## src/rtl/if_fetch_stage.sv

```systemverilog
// Instruction-fetch stage: owns the PC, fetches over a variable-latency req/ready handshake,
// holds the fetched word across stalls and discards in-flight fetches on redirect.
module if_fetch_stage #(
    parameter logic [31:0] RESET_PC = 32'h0000_0000
) (
    input  logic        clk,
    input  logic        reset,
    input  logic        stall,
    input  logic        redirect,
    input  logic [31:0] redirect_target,
    output logic        imem_req,
    output logic [31:0] imem_addr,
    input  logic        imem_ready,
    input  logic [31:0] imem_rdata,
    output logic        if_valid,
    output logic        if_enable,
    output logic        if_flush,
    output logic [31:0] IF_PC_Plus4,
    output logic [31:0] IF_Instruction
);

    typedef enum logic [1:0] {
        StFetch,
        StHold,
        StDiscard
    } state_e;

    state_e      state_q;
    logic [31:0] pc_q;
    logic [31:0] req_addr_q;
    logic [31:0] hold_instr_q;
    logic [31:0] hold_pc4_q;

    logic [31:0] target;
    logic [31:0] req_pc4;

    assign target  = {redirect_target[31:2], 2'b00};
    assign req_pc4 = req_addr_q + 32'd4;

    always_ff @(posedge clk) begin
        if (reset) begin
            state_q      <= StFetch;
            pc_q         <= RESET_PC;
            req_addr_q   <= RESET_PC;
            hold_instr_q <= 32'h0;
            hold_pc4_q   <= 32'h0;
        end else begin
            unique case (state_q)
                StFetch: begin
                    if (imem_ready) begin
                        if (redirect) begin
                            req_addr_q <= target;
                        end else if (stall) begin
                            hold_instr_q <= imem_rdata;
                            hold_pc4_q   <= req_pc4;
                            state_q      <= StHold;
                        end else begin
                            req_addr_q <= req_pc4;
                        end
                    end else if (redirect) begin
                        // Request already on the bus must complete before the target can go out.
                        pc_q    <= target;
                        state_q <= StDiscard;
                    end
                end
                StHold: begin
                    if (redirect) begin
                        req_addr_q <= target;
                        state_q    <= StFetch;
                    end else if (!stall) begin
                        req_addr_q <= hold_pc4_q;
                        state_q    <= StFetch;
                    end
                end
                StDiscard: begin
                    if (redirect) begin
                        pc_q <= target;
                    end
                    if (imem_ready) begin
                        req_addr_q <= redirect ? target : pc_q;
                        state_q    <= StFetch;
                    end
                end
                default: state_q <= StFetch;
            endcase
        end
    end

    always_comb begin
        imem_req       = 1'b0;
        imem_addr      = 32'h0;
        if_valid       = 1'b0;
        if_enable      = 1'b0;
        if_flush       = 1'b0;
        IF_PC_Plus4    = 32'h0;
        IF_Instruction = 32'h0;
        if (!reset) begin
            if_flush  = redirect;
            imem_req  = (state_q != StHold);
            imem_addr = req_addr_q;
            unique case (state_q)
                StFetch: begin
                    if (imem_ready && !redirect) begin
                        if_valid       = 1'b1;
                        IF_Instruction = imem_rdata;
                        IF_PC_Plus4    = req_pc4;
                    end
                end
                StHold: begin
                    if (!redirect) begin
                        if_valid       = 1'b1;
                        IF_Instruction = hold_instr_q;
                        IF_PC_Plus4    = hold_pc4_q;
                    end
                end
                default: ;
            endcase
            if_enable = if_valid & ~stall & ~redirect;
        end
    end

endmodule

```

## config.mk

```make
export PLATFORM = sky130hd
export DESIGN_NAME = if_fetch_stage
export DESIGN_NICKNAME = d
export VERILOG_FILES = /design/src/rtl/if_fetch_stage.sv
export SDC_FILE = /design/constraint.sdc
export NUM_CORES = 1
export LEC_CHECK = 0
export CORE_ASPECT_RATIO = 0.9
export CORE_MARGIN = 5
export CORE_UTILIZATION = 30
export CTS_CLUSTER_DIAMETER = 120
export DETAILED_ROUTE_END_ITERATION = 8
export SYNTH_ARGS = -nofsm -noshare
export SYNTH_HDL_FRONTEND = slang
export SYNTH_SLANG_ARGS = --single-unit
```

## constraint.sdc

```tcl
create_clock -name clk -period 3.3 [get_ports clk]
set_input_delay 0.825 -clock clk [delete_from_list [all_inputs] [get_ports clk]]
set_output_delay 0.825 -clock clk [all_outputs]
set_load 0.02 [all_outputs]
```

==> results of run 1 <==
synth_stat cells (5+ instances only):
cell       instances
o2bb2ai_1          5
nor2b_1           26
and4_1             6
xor2_1             6
o21ai_0           39
dfxtp_1          130
nand3_1           18
and2_1             5
xnor2_1           22
nor2_1           113
a21o_1             9
nand2_1          186
ha_1               5
buf_2             11
o2111ai_1          6
nand4_1           11
buf_1              7
a21oi_1          124
a22oi_1           70
a211oi_1          25
clkbuf_1          73
inv_1             15
nor3_1            13
kinds of logic after synthesis:
logic type               after synthesis  share of synthesized area [%]
AO/OA/AOI/OAI                        326                           28.7
XOR/XNOR                              28                           3.33
adder cells (fa/ha/maj)                5                          0.848
buffers and inverters                111                           6.06
flip-flops                           130                           35.3
multiplexers                           2                          0.288
AND/OR/NAND/NOR                      406                           25.5
power by group through the flow:
stage | combinational [mW] | sequential (mW) | clock (mW)
floorplan | 0.813 | 1.82 | 0
global placement | 1.42 | 1.83 | 0
detailed placement | 1.44 | 1.83 | 0
CTS | 1.42 | 1.80 | 1.97
global route | 1.58 | 1.82 | 2.05
finish | 1.46 | 1.80 | 1.95
metal layers:
metal | up-vias | GRT usage, %
met5 | - | 0
met4 | 2 | 6.39
met3 | 44 | 4.23
met2 | 233 | 30.1
met1 | 3816 | 25.9
li1 | 3919 | -
state kept, by name, summed over array words and instances (netlist names):
register / count
hold_instr_q: 32
hold_pc4_q: 32
pc_q: 32
req_addr_q: 32
state_q: 2
how the worst max path moves through the flow:
stage,endpoint,from,depth (start not counted)
finish,IF_Instruction[4],imem_ready,6
global route,IF_PC_Plus4[8],imem_ready,6
CTS,IF_PC_Plus4[21],req_addr_q[12],8
detailed placement,if_enable,imem_ready,6
global placement,IF_Instruction[28],imem_ready,7
floorplan,if_enable,redirect,6
area by class of cell:
class | instances | area [um2] | area share (%)
clock inverters | 10 | 134 | 1.29
repair buffers | 254 | 2360 | 22.7
flip-flops and latches | 130 | 2610 | 25.1
well taps | 308 | 385 | 3.71
multi-input cells | 767 | 4390 | 42.3
inverters | 16 | 60.1 | 0.578
clock buffers | 21 | 460 | 4.43
layout by cell type (no fill, tap or decap), drive strengths merged, types with 4 or more instances in the layout:
cell / Yosys / final
a22oi: 70 / 70
a21o: 9 / 9
ha: 5 / 5
clkdlybuf4s15: 0 / 5
clkinv: 1 / 6
and3: 4 / 4
nand2: 188 / 188
o2111ai: 6 / 6
a21oi: 124 / 124
nand4: 12 / 12
o21ai: 41 / 41
dfxtp: 130 / 130
xor2: 6 / 6
inv: 15 / 15
dlygate4sd2: 0 / 46
nand2b: 4 / 4
buf: 21 / 91
nor3: 17 / 17
nand3: 18 / 18
clkdlybuf4s50: 0 / 98
o2bb2ai: 5 / 5
nor4: 6 / 6
a211oi: 27 / 27
nor2: 113 / 113
o211ai: 4 / 4
a221oi: 4 / 4
xnor2: 22 / 22
and4: 6 / 6
and2: 5 / 5
a32oi: 4 / 4
clkbuf: 74 / 35
nor2b: 26 / 26
per-stage QoR:
step	power, mW	setup TNS (ns)
2_1_floorplan	2.63	0
3_3_place_gp	3.25	-9.69
3_5_place_dp	3.27	-10.80
4_1_cts	5.20	-0.000343
5_1_grt	5.45	-0.0307
6_report	5.21	0
critical path, stage by stage:
cell	delay, ns
clkdlybuf4s50_1	0.51
and3b_2	0.30
clkbuf_16	0.23
a22oi_1	0.08
nor2_1	0.12
dlygate4sd2_1	0.35
timing repair:
action	CTS	global route
setup endpoints to repair	66	23
gates cloned	0	2
pin swaps	2	5
setup buffers	2	3
resized for setup	80	41
==> impl_metrics.json, run 1 <==
{
  "synth.top_cell.area_share_pct": 35.3,
  "avgSynthCellArea_um2": 7.32,
  "fin_cells": 1506,
  "grt-ovfl-total": 0,
  "holdBufCountCts": 0,
  "syn_nets": 1082,
  "hpwlAfterDp_um": 19000,
  "dr.pass1.iters": 5,
  "routedWlPerCell_um": 18.4,
  "finalMaxSlewViolations": 0,
  "ys_warn_count": 0,
  "totalWireLength_um": 27800,
  "final_area_um2": 10400,
  "synthesis.area_um2": 7370,
  "min_path_type": "reg -> reg",
  "setup_viol": 0,
  "fin_ws_ns": 0.0613,
  "holdPathEnd": "pc_q[5]",
  "ys_seq_elements": 130,
  "hold_viol_final": 0,
  "grt_max_degree": 76,
  "syn_inst": 1008,
  "dp_slack_ns": -0.249,
  "r2r-end": "req_addr_q[21]",
  "powerDensity_nw_per_um2": 501,
  "hold_start": "pc_q[5]",
  "antenna_found_initial": 1,
  "worst-endpoint-required_ns": 2.47,
  "clockPowerShare_pct": 37.4,
  "hold_path_depth": 2,
  "drt-initial-drc-count": 642,
  "io_buffers": 166,
  "end_kind": "output pin",
  "placedCellCount": 1468,
  "gp_congestion": 0.847,
  "fin_crit_ns": 3.24,
  "holdWs_ns": 0.455,
  "ant_nets": 0,
  "cts_tree": "yes",
  "cts_buffer_depth": 2,
  "fp-row-count": 54,
  "drcViolationCount": 0,
  "cts_htree_levels": 4,
  "cts_root_buf": "clkbuf_16",
  "peakVddDrop_v": 0.000357,
  "seq_area_frac_synth_pct": 35.3,
  "switchingPower_mw": 1.69,
  "grt.total_usage_pct": 19.1,
  "vias": 8014,
  "grt_pass1_wl_um": 43000,
  "final_util_pct": 42.9,
  "regToRegSetupSlack_ns": 0.69,
  "numCtsBuffers": 17,
  "clkLatencyLatePin_ns": 0.42,
  "tightest_slew_ns": 0.831,
  "synthArstFlopShare_pct": 0,
  "fill_cells": 2462,
  "syn2layout_area_growth_pct": 41.0,
  "synth_cell_type_count": 65,
  "synth.area.top_cells": "dfxtp_1 35%, nand2_1 9.5%, a21oi_1 8.4%",
  "synthFlopType": "dfxtp_1",
  "core-area_um2": 24300,
  "n_antenna_cell": 0,
  "io_pins": 169,
  "topRoutingLayerUsed": "met5",
  "die-area_um2": 27800,
  "status": "finished, final reports clean",
  "die_w_um": 175,
  "maxSlewHeadroom_pct": 44.6,
  "wl_met3_um": 1470,
  "cts_num_sinks": 130,
  "clkTransAtPathRegs_ns": 0.06,
  "max_freq_mhz": 309,
  "seqPwrFrac_pct": 34.6,
  "clock_skew_ns": 0.00843,
  "chipHeight_um": 159,
  "r2r_cells": 8,
  "r2r-start": "state_q[1]",
  "synth_top_cell_by_area": "dfxtp_1",
  "pwr-share-comb_pct": 28.0,
  "synth_enable_flop_cells": 0,
  "startpoint_type": "input pin",
  "post_drt_via_cell_ratio": 5.32,
  "grt_pass1_vias": 7768,
  "initial_core_util_pct": 30.4,
  "p_int_mw": 3.52,
  "nNetsFinal": 1260,
  "p_leak_nw": 3.96,
  "drv_cap": 0,
  "routedLengthMet1_um": 12700,
  "crit_fanout": 20,
  "crit_type": "in -> out",
  "fin_crit_sh_pct": 98.1,
  "dr_wl_met2_um": 12900,
  "dpl-instance-area_um2": 9780,
  "p_sw_share_pct": 32.5,
  "critPathArrivalTime_ns": 2.41,
  "layout-drive-gt1-share_pct": 14.6
}
Power figures use the tool's default switching activity.
==> inputs of run 2 (changes only) <==
CELL_PAD_IN_SITES_DETAIL_PLACEMENT = 1   (was not set)
CELL_PAD_IN_SITES_GLOBAL_PLACEMENT = 2   (was not set)
CORE_UTILIZATION = 28   (was 30)
PLACE_DENSITY_LB_ADDON = 0.1   (was not set)
==> run 2 against run 1 <==
  * Sequential cell count is the same
  * Register-to-register slack better by 0.06 ns
  * Die area is 6.7% higher
  * Setup slack better by 0.014 ns
  * Via count grew 0.77%
  * Critical path type unchanged
  * Design area increased by 0.49%
  * Core utilization decreased by 2.7 points
  * Critical path depth unchanged
  * Sequential share of layout area down 0.13 points
  * Combinational power barely moved
  * Clock skew increased by 0.0027 ns
  * Count of clock-buffer cells in the layout shrank 2
  * Highest routed layer is now met4
  * Critical endpoint is now IF_PC_Plus4[9]
==> impl_metrics.json, run 2 (same netlist as run 1, synthesis figures left out) <==
{
  "numCtsBuffers": 17,
  "finalMaxSlewViolations": 0,
  "grt_pass1_vias": 8198,
  "drt-initial-drc-count": 410,
  "crit_fanout": 26,
  "antenna_found_initial": 0,
  "gp_congestion": 0.807,
  "chipHeight_um": 164,
  "fin_crit_ns": 3.22,
  "r2r_cells": 8,
  "drcViolationCount": 0,
  "clkLatencyLatePin_ns": 0.42,
  "max_freq_mhz": 310,
  "layout_common_cells": "186 x nand2_1, 129 x dfxtp_1, 124 x a21oi_1, 111 x nor2_1, 98 x clkdlybuf4s50_1",
  "grt.total_usage_pct": 20.1,
  "clkTransAtPathRegs_ns": 0.06,
  "hold_viol_final": 0,
  "layout-drive-gt1-share_pct": 14.6,
  "initial_core_util_pct": 28.4,
  "die-area_um2": 29700,
  "worst-endpoint-required_ns": 2.47,
  "critPathArrivalTime_ns": 2.40,
  "routedWlPerCell_um": 19.9,
  "regToRegSetupSlack_ns": 0.75,
  "totalWireLength_um": 30800,
  "r2r-start": "state_q[0]",
  "vias": 8076,
  "tightest_slew_ns": 0.835,
  "cts_buffer_depth": 2,
  "rsz0062_at_grt": "yes",
  "grt_pass1_wl_um": 47700,
  "core-area_um2": 26000,
  "powerDensity_nw_per_um2": 519,
  "cts_root_buf": "clkbuf_16",
  "cts_num_sinks": 130,
  "hpwlAfterDp_um": 21300,
  "fin_cells": 1550,
  "setup_viol": 0,
  "die_w_um": 181,
  "peakVddDrop_v": 0.000374,
  "min_path_type": "reg -> reg",
  "clock_skew_ns": 0.0111,
  "status": "finished, final reports clean",
  "grt-ovfl-total": 0,
  "n_antenna_cell": 0,
  "drv_cap": 0,
  "cts_htree_levels": 4,
  "crit_end": "IF_PC_Plus4[9]",
  "holdBufCountCts": 0,
  "ant_nets": 0,
  "setup-tns-final_ns": 0,
  "r2r-end": "req_addr_q[21]",
  "p_leak_nw": 3.98,
  "end_kind": "output pin",
  "cts_tree": "yes",
  "startpoint": "imem_ready",
  "mostFrequentLayoutCell": "nand2_1",
  "syn2layout_area_growth_pct": 41.7,
  "io_pins": 169,
  "fp-row-count": 56,
  "placedCellCount": 1516,
  "fin_crit_sh_pct": 97.7,
  "post_drt_via_cell_ratio": 5.21,
  "crit_type": "in -> out",
  "startpoint_type": "input pin",
  "dr.pass1.iters": 5,
  "nNetsFinal": 1264,
  "io_buffers": 166,
  "maxSlewHeadroom_pct": 44.3,
  "fill_cells": 3128,
  "grt_max_degree": 98
}
[run 2: changes by cell type in the layout (fill, tap and decap cells not counted), moves of 3 or more]
cell             delta
buf_12              -4
nor3_2              -3
clkinv_2            -3
buf_4               +8
clkdlybuf4s15_1     +3
[run 2: timing repair]
item	in CTS	in global routing
endpoints found under the setup margin	66	45
endpoints found under the hold margin	0	0
buffers inserted	1	2
resized for setup	82	44
pin swaps	2	2
cloned	0	0
[run 2: how the worst min path moves through the flow]
| stage | slack (ns) | end | cells past startpoint | from |
|---|---|---|---|---|
| floorplan | 0.44 | pc_q[20] | 2 | pc_q[20] |
| global placement | 0.44 | pc_q[18] | 2 | pc_q[18] |
| detailed placement | 0.45 | pc_q[9] | 2 | pc_q[9] |
| CTS | 0.46 | pc_q[9] | 2 | pc_q[9] |
| global route | 0.47 | hold_instr_q[18] | 2 | hold_instr_q[18] |
| finish | 0.46 | hold_instr_q[3] | 2 | hold_instr_q[3] |
[run 2: worst max-delay path, stage by stage]
cell,delay [ns]
clkdlybuf4s50_1,0.53
and3b_2,0.26
buf_12,0.19
a22oi_1,0.12
nor2_1,0.11
dlygate4sd2_1,0.35
[run 2: area by class of cell]
cell class / count / area (um2) / share of cell area [%]
clock inverter: 12 / 205 / 1.96
timing repair buffer: 258 / 2300 / 22.1
sequential: 130 / 2600 / 24.9
multi-input combinational: 767 / 4400 / 42.1
tap: 348 / 435 / 4.17
inverter: 16 / 60.1 / 0.575
clock buffer: 19 / 443 / 4.24
[run 2: power breakdown]
part           internal [mW]  leakage, nW  switching (mW)
Clock                   1.36        0.310           0.771
Combinational          0.591         2.61           0.883
Sequential              1.70         1.06           0.108
[run 2: through the flow]
stage	hold slack (ns)	area [um2]	setup slack (ns)	power [mW]	utilization, %
4_1_cts	0.456	10500	0.00695	5.47	40.2
6_report	0.456	10500	0.0756	5.42	40.2
2_1_floorplan	0.437	7370	0.309	2.63	-
3_5_place_dp	0.448	9850	-0.268	3.34	37.9
5_1_grt	0.472	10500	-0.0597	5.67	40.2
3_3_place_gp	0.442	9850	-0.257	3.32	37.9
[run 2: metal layers]
| layer | global-route usage (%) | part of all wire (%) |
|---|---|---|
| met4 | 4.40 | 1.3 |
| met3 | 3.70 | 3.3 |
| met1 | 27.5 | 48 |
| met2 | 33.4 | 47 |
| met5 | 0 | 0 |
==> inputs of run 3 (changes only) <==
SKIP_LAST_GASP = 1   (was not set)
TNS_END_PERCENT = 30   (was not set)
==> run 3 against run 2 <==
  * The run now ends with negative setup slack left
  * Highest routed layer unchanged
  * Setup slack worse by 0.30 ns
  * Worst hold slack about the same
  * Largest power group unchanged
  * Non-clock buffer count is 1 lower
  * Global-route usage stayed put
  * Critical path type unchanged
  * Routed wire length is 0.28% lower
  * Largest cell class unchanged
  * Design area rose by 1.1%
  * Core utilization is 0.44 points higher
  * Power grew 0.22%
  * Register-to-register slack hardly changed
  * First-iteration DRC count rose by 2.7%
==> impl_metrics.json, run 3 (same netlist as run 1, synthesis figures left out) <==
{
  "grt_max_degree": 98,
  "crit_type": "in -> out",
  "fin_crit_sh_pct": 107,
  "numCtsBuffers": 17,
  "crit_top_cell": "clkdlybuf4s50_1",
  "grt_pass1_wl_um": 47700,
  "fin_ws_ns": -0.222,
  "routedWlPerCell_um": 19.8,
  "end_kind": "output pin",
  "cts_root_buf": "clkbuf_16",
  "cts_htree_levels": 4,
  "status": "complete, but fails checks",
  "final_area_um2": 10600,
  "dpl-instance-area_um2": 9850,
  "vias": 8080,
  "totalWireLength_um": 30700,
  "io_pins": 169,
  "nNetsFinal": 1263,
  "dp_slack_ns": -0.268,
  "chipHeight_um": 164,
  "gp_congestion": 0.807,
  "setup_viol": 29,
  "antenna_found_initial": 0,
  "layout-drive-gt1-share_pct": 13.0,
  "clkLatencyLatePin_ns": 0.42,
  "fp-row-count": 56,
  "cts_num_sinks": 130,
  "cts_buffer_depth": 2,
  "violations": "negative setup slack",
  "die_w_um": 181,
  "fill_cells": 3104,
  "holdWs_ns": 0.456,
  "clock_skew_ns": 0.0111,
  "finalMaxSlewViolations": 0,
  "hpwlAfterDp_um": 21300,
  "grt_pass1_vias": 8194,
  "initial_core_util_pct": 28.4,
  "path_delay_family": "buffers and inverters",
  "drt-initial-drc-count": 421,
  "die-area_um2": 29700,
  "clkTransAtPathRegs_ns": 0.06,
  "n_antenna_cell": 0,
  "crit_buf_inv": 3,
  "cts_tree": "yes",
  "grt-ovfl-total": 0,
  "maxSlewHeadroom_pct": 43.0,
  "fin_crit_ns": 3.52,
  "worst-endpoint-required_ns": 2.47,
  "powerDensity_nw_per_um2": 514,
  "cp_cell_sequence": "clkdlybuf4s50_1 -> and3b_1 -> buf_12 -> a22oi_1 -> nor2_1 -> clkdlybuf4s50_1",
  "post_drt_via_cell_ratio": 5.22,
  "mostFrequentLayoutCell": "nand2_1",
  "startpoint_type": "input pin",
  "ant_nets": 0,
  "crit_fanout": 26,
  "syn2layout_area_growth_pct": 43.3,
  "cpPeakStageDelay_ns": 0.62,
  "peakVddDrop_v": 0.000373,
  "power.total_mw": 5.43,
  "rsz0062_at_grt": "yes",
  "core-area_um2": 26000,
  "critPathArrivalTime_ns": 2.70,
  "drcViolationCount": 0,
  "io_buffers": 166,
  "dr.pass1.iters": 5,
  "p_leak_nw": 4.15,
  "slowest_stage": "clkdlybuf4s50_1",
  "max_freq_mhz": 284,
  "hold_viol_final": 0,
  "drv_cap": 0,
  "layout_common_cells": "186 x nand2_1, 130 x dfxtp_1, 126 x clkdlybuf4s50_1, 124 x a21oi_1, 111 x nor2_1",
  "min_path_type": "reg -> reg",
  "grt.total_usage_pct": 20.1,
  "tightest_slew_ns": 0.855
}
## run 3: cell types whose count changed in the layout (fill, tap and decap cells not counted), moves of 2 or more
cell,delta
clkdlybuf4s50_1,+28
dlygate4sd2_1,-26
dlymetal6s2s_1,+19
clkbuf_2,-14
clkdlybuf4s15_1,-6
nor3_4,-2
o21ai_0,+2
o21ai_1,-2
## run 3: report_power, final
group	leakage (nW)	internal, mW	switching (mW)	total (mW)
clock network	0.310	1.36	0.773	2.14
registers	1.06	1.70	0.109	1.81
logic	2.78	0.603	0.883	1.49
total	4.15	3.67	1.76	5.43
## run 3: layout make-up
class | instances | area [um2] | share of cell area [%]
flip-flops and latches | 130 | 2600 | 24.6
repair buffers | 257 | 2440 | 23.1
multi-input cells | 767 | 4380 | 41.4
well taps | 348 | 435 | 4.12
clock buffers | 19 | 443 | 4.19
inverters | 16 | 60.1 | 0.568
clock inverters | 12 | 205 | 1.94
## run 3: worst register-to-register path: stages, from the launching register on
cell,delay [ns]
dfxtp_1,0.44
inv_1,0.10
ha_1,0.25
buf_4,0.19
nor2_1,0.32
o221a_2,0.58
nand2_1,0.21
o31ai_1,0.27
a22o_1,0.17
## run 3: layer usage
layer | vias up | share of wire, % | track usage (%)
met2 | 164 | 47 | 33.5
met4 | 0 | 1.2 | 4.40
met1 | 3978 | 48 | 27.5
met5 | - | 0 | 0
met3 | 20 | 3.5 | 3.70
li1 | 3918 | - | -
## run 3: final timing paths
path / start / to / slack [ns] / cells after the start
worst min-delay path: hold_instr_q[3] / hold_instr_q[3] / 0.46 / 2
worst max-delay path: imem_ready / IF_PC_Plus4[9] / -0.22 / 6
worst min register to register: hold_instr_q[3] / hold_instr_q[3] / 0.46 / 2
worst max register to register: state_q[0] / req_addr_q[25] / 0.74 / 8
## run 3: timing repair
action                                 CTS  global route
pin swaps                                1             1
gates resized for setup                 28            21
cloned                                   0             0
buffers inserted                         1             1
endpoints found under the hold margin    0             0
setup endpoints to repair               66            66
hold buffers                             0             0
## run 3: stage by stage
| stage | cells | util (%) | setup TNS [ns] |
|---|---|---|---|
| 2_1_floorplan | 1008 | - | 0 |
| 3_3_place_gp | 1516 | 37.9 | -9.72 |
| 3_5_place_dp | 1516 | 37.9 | -10.39 |
| 4_1_cts | 1548 | 40.4 | -7.88 |
| 5_1_grt | 1549 | 40.6 | -9.02 |
| 6_report | 1549 | 40.6 | -4.19 |
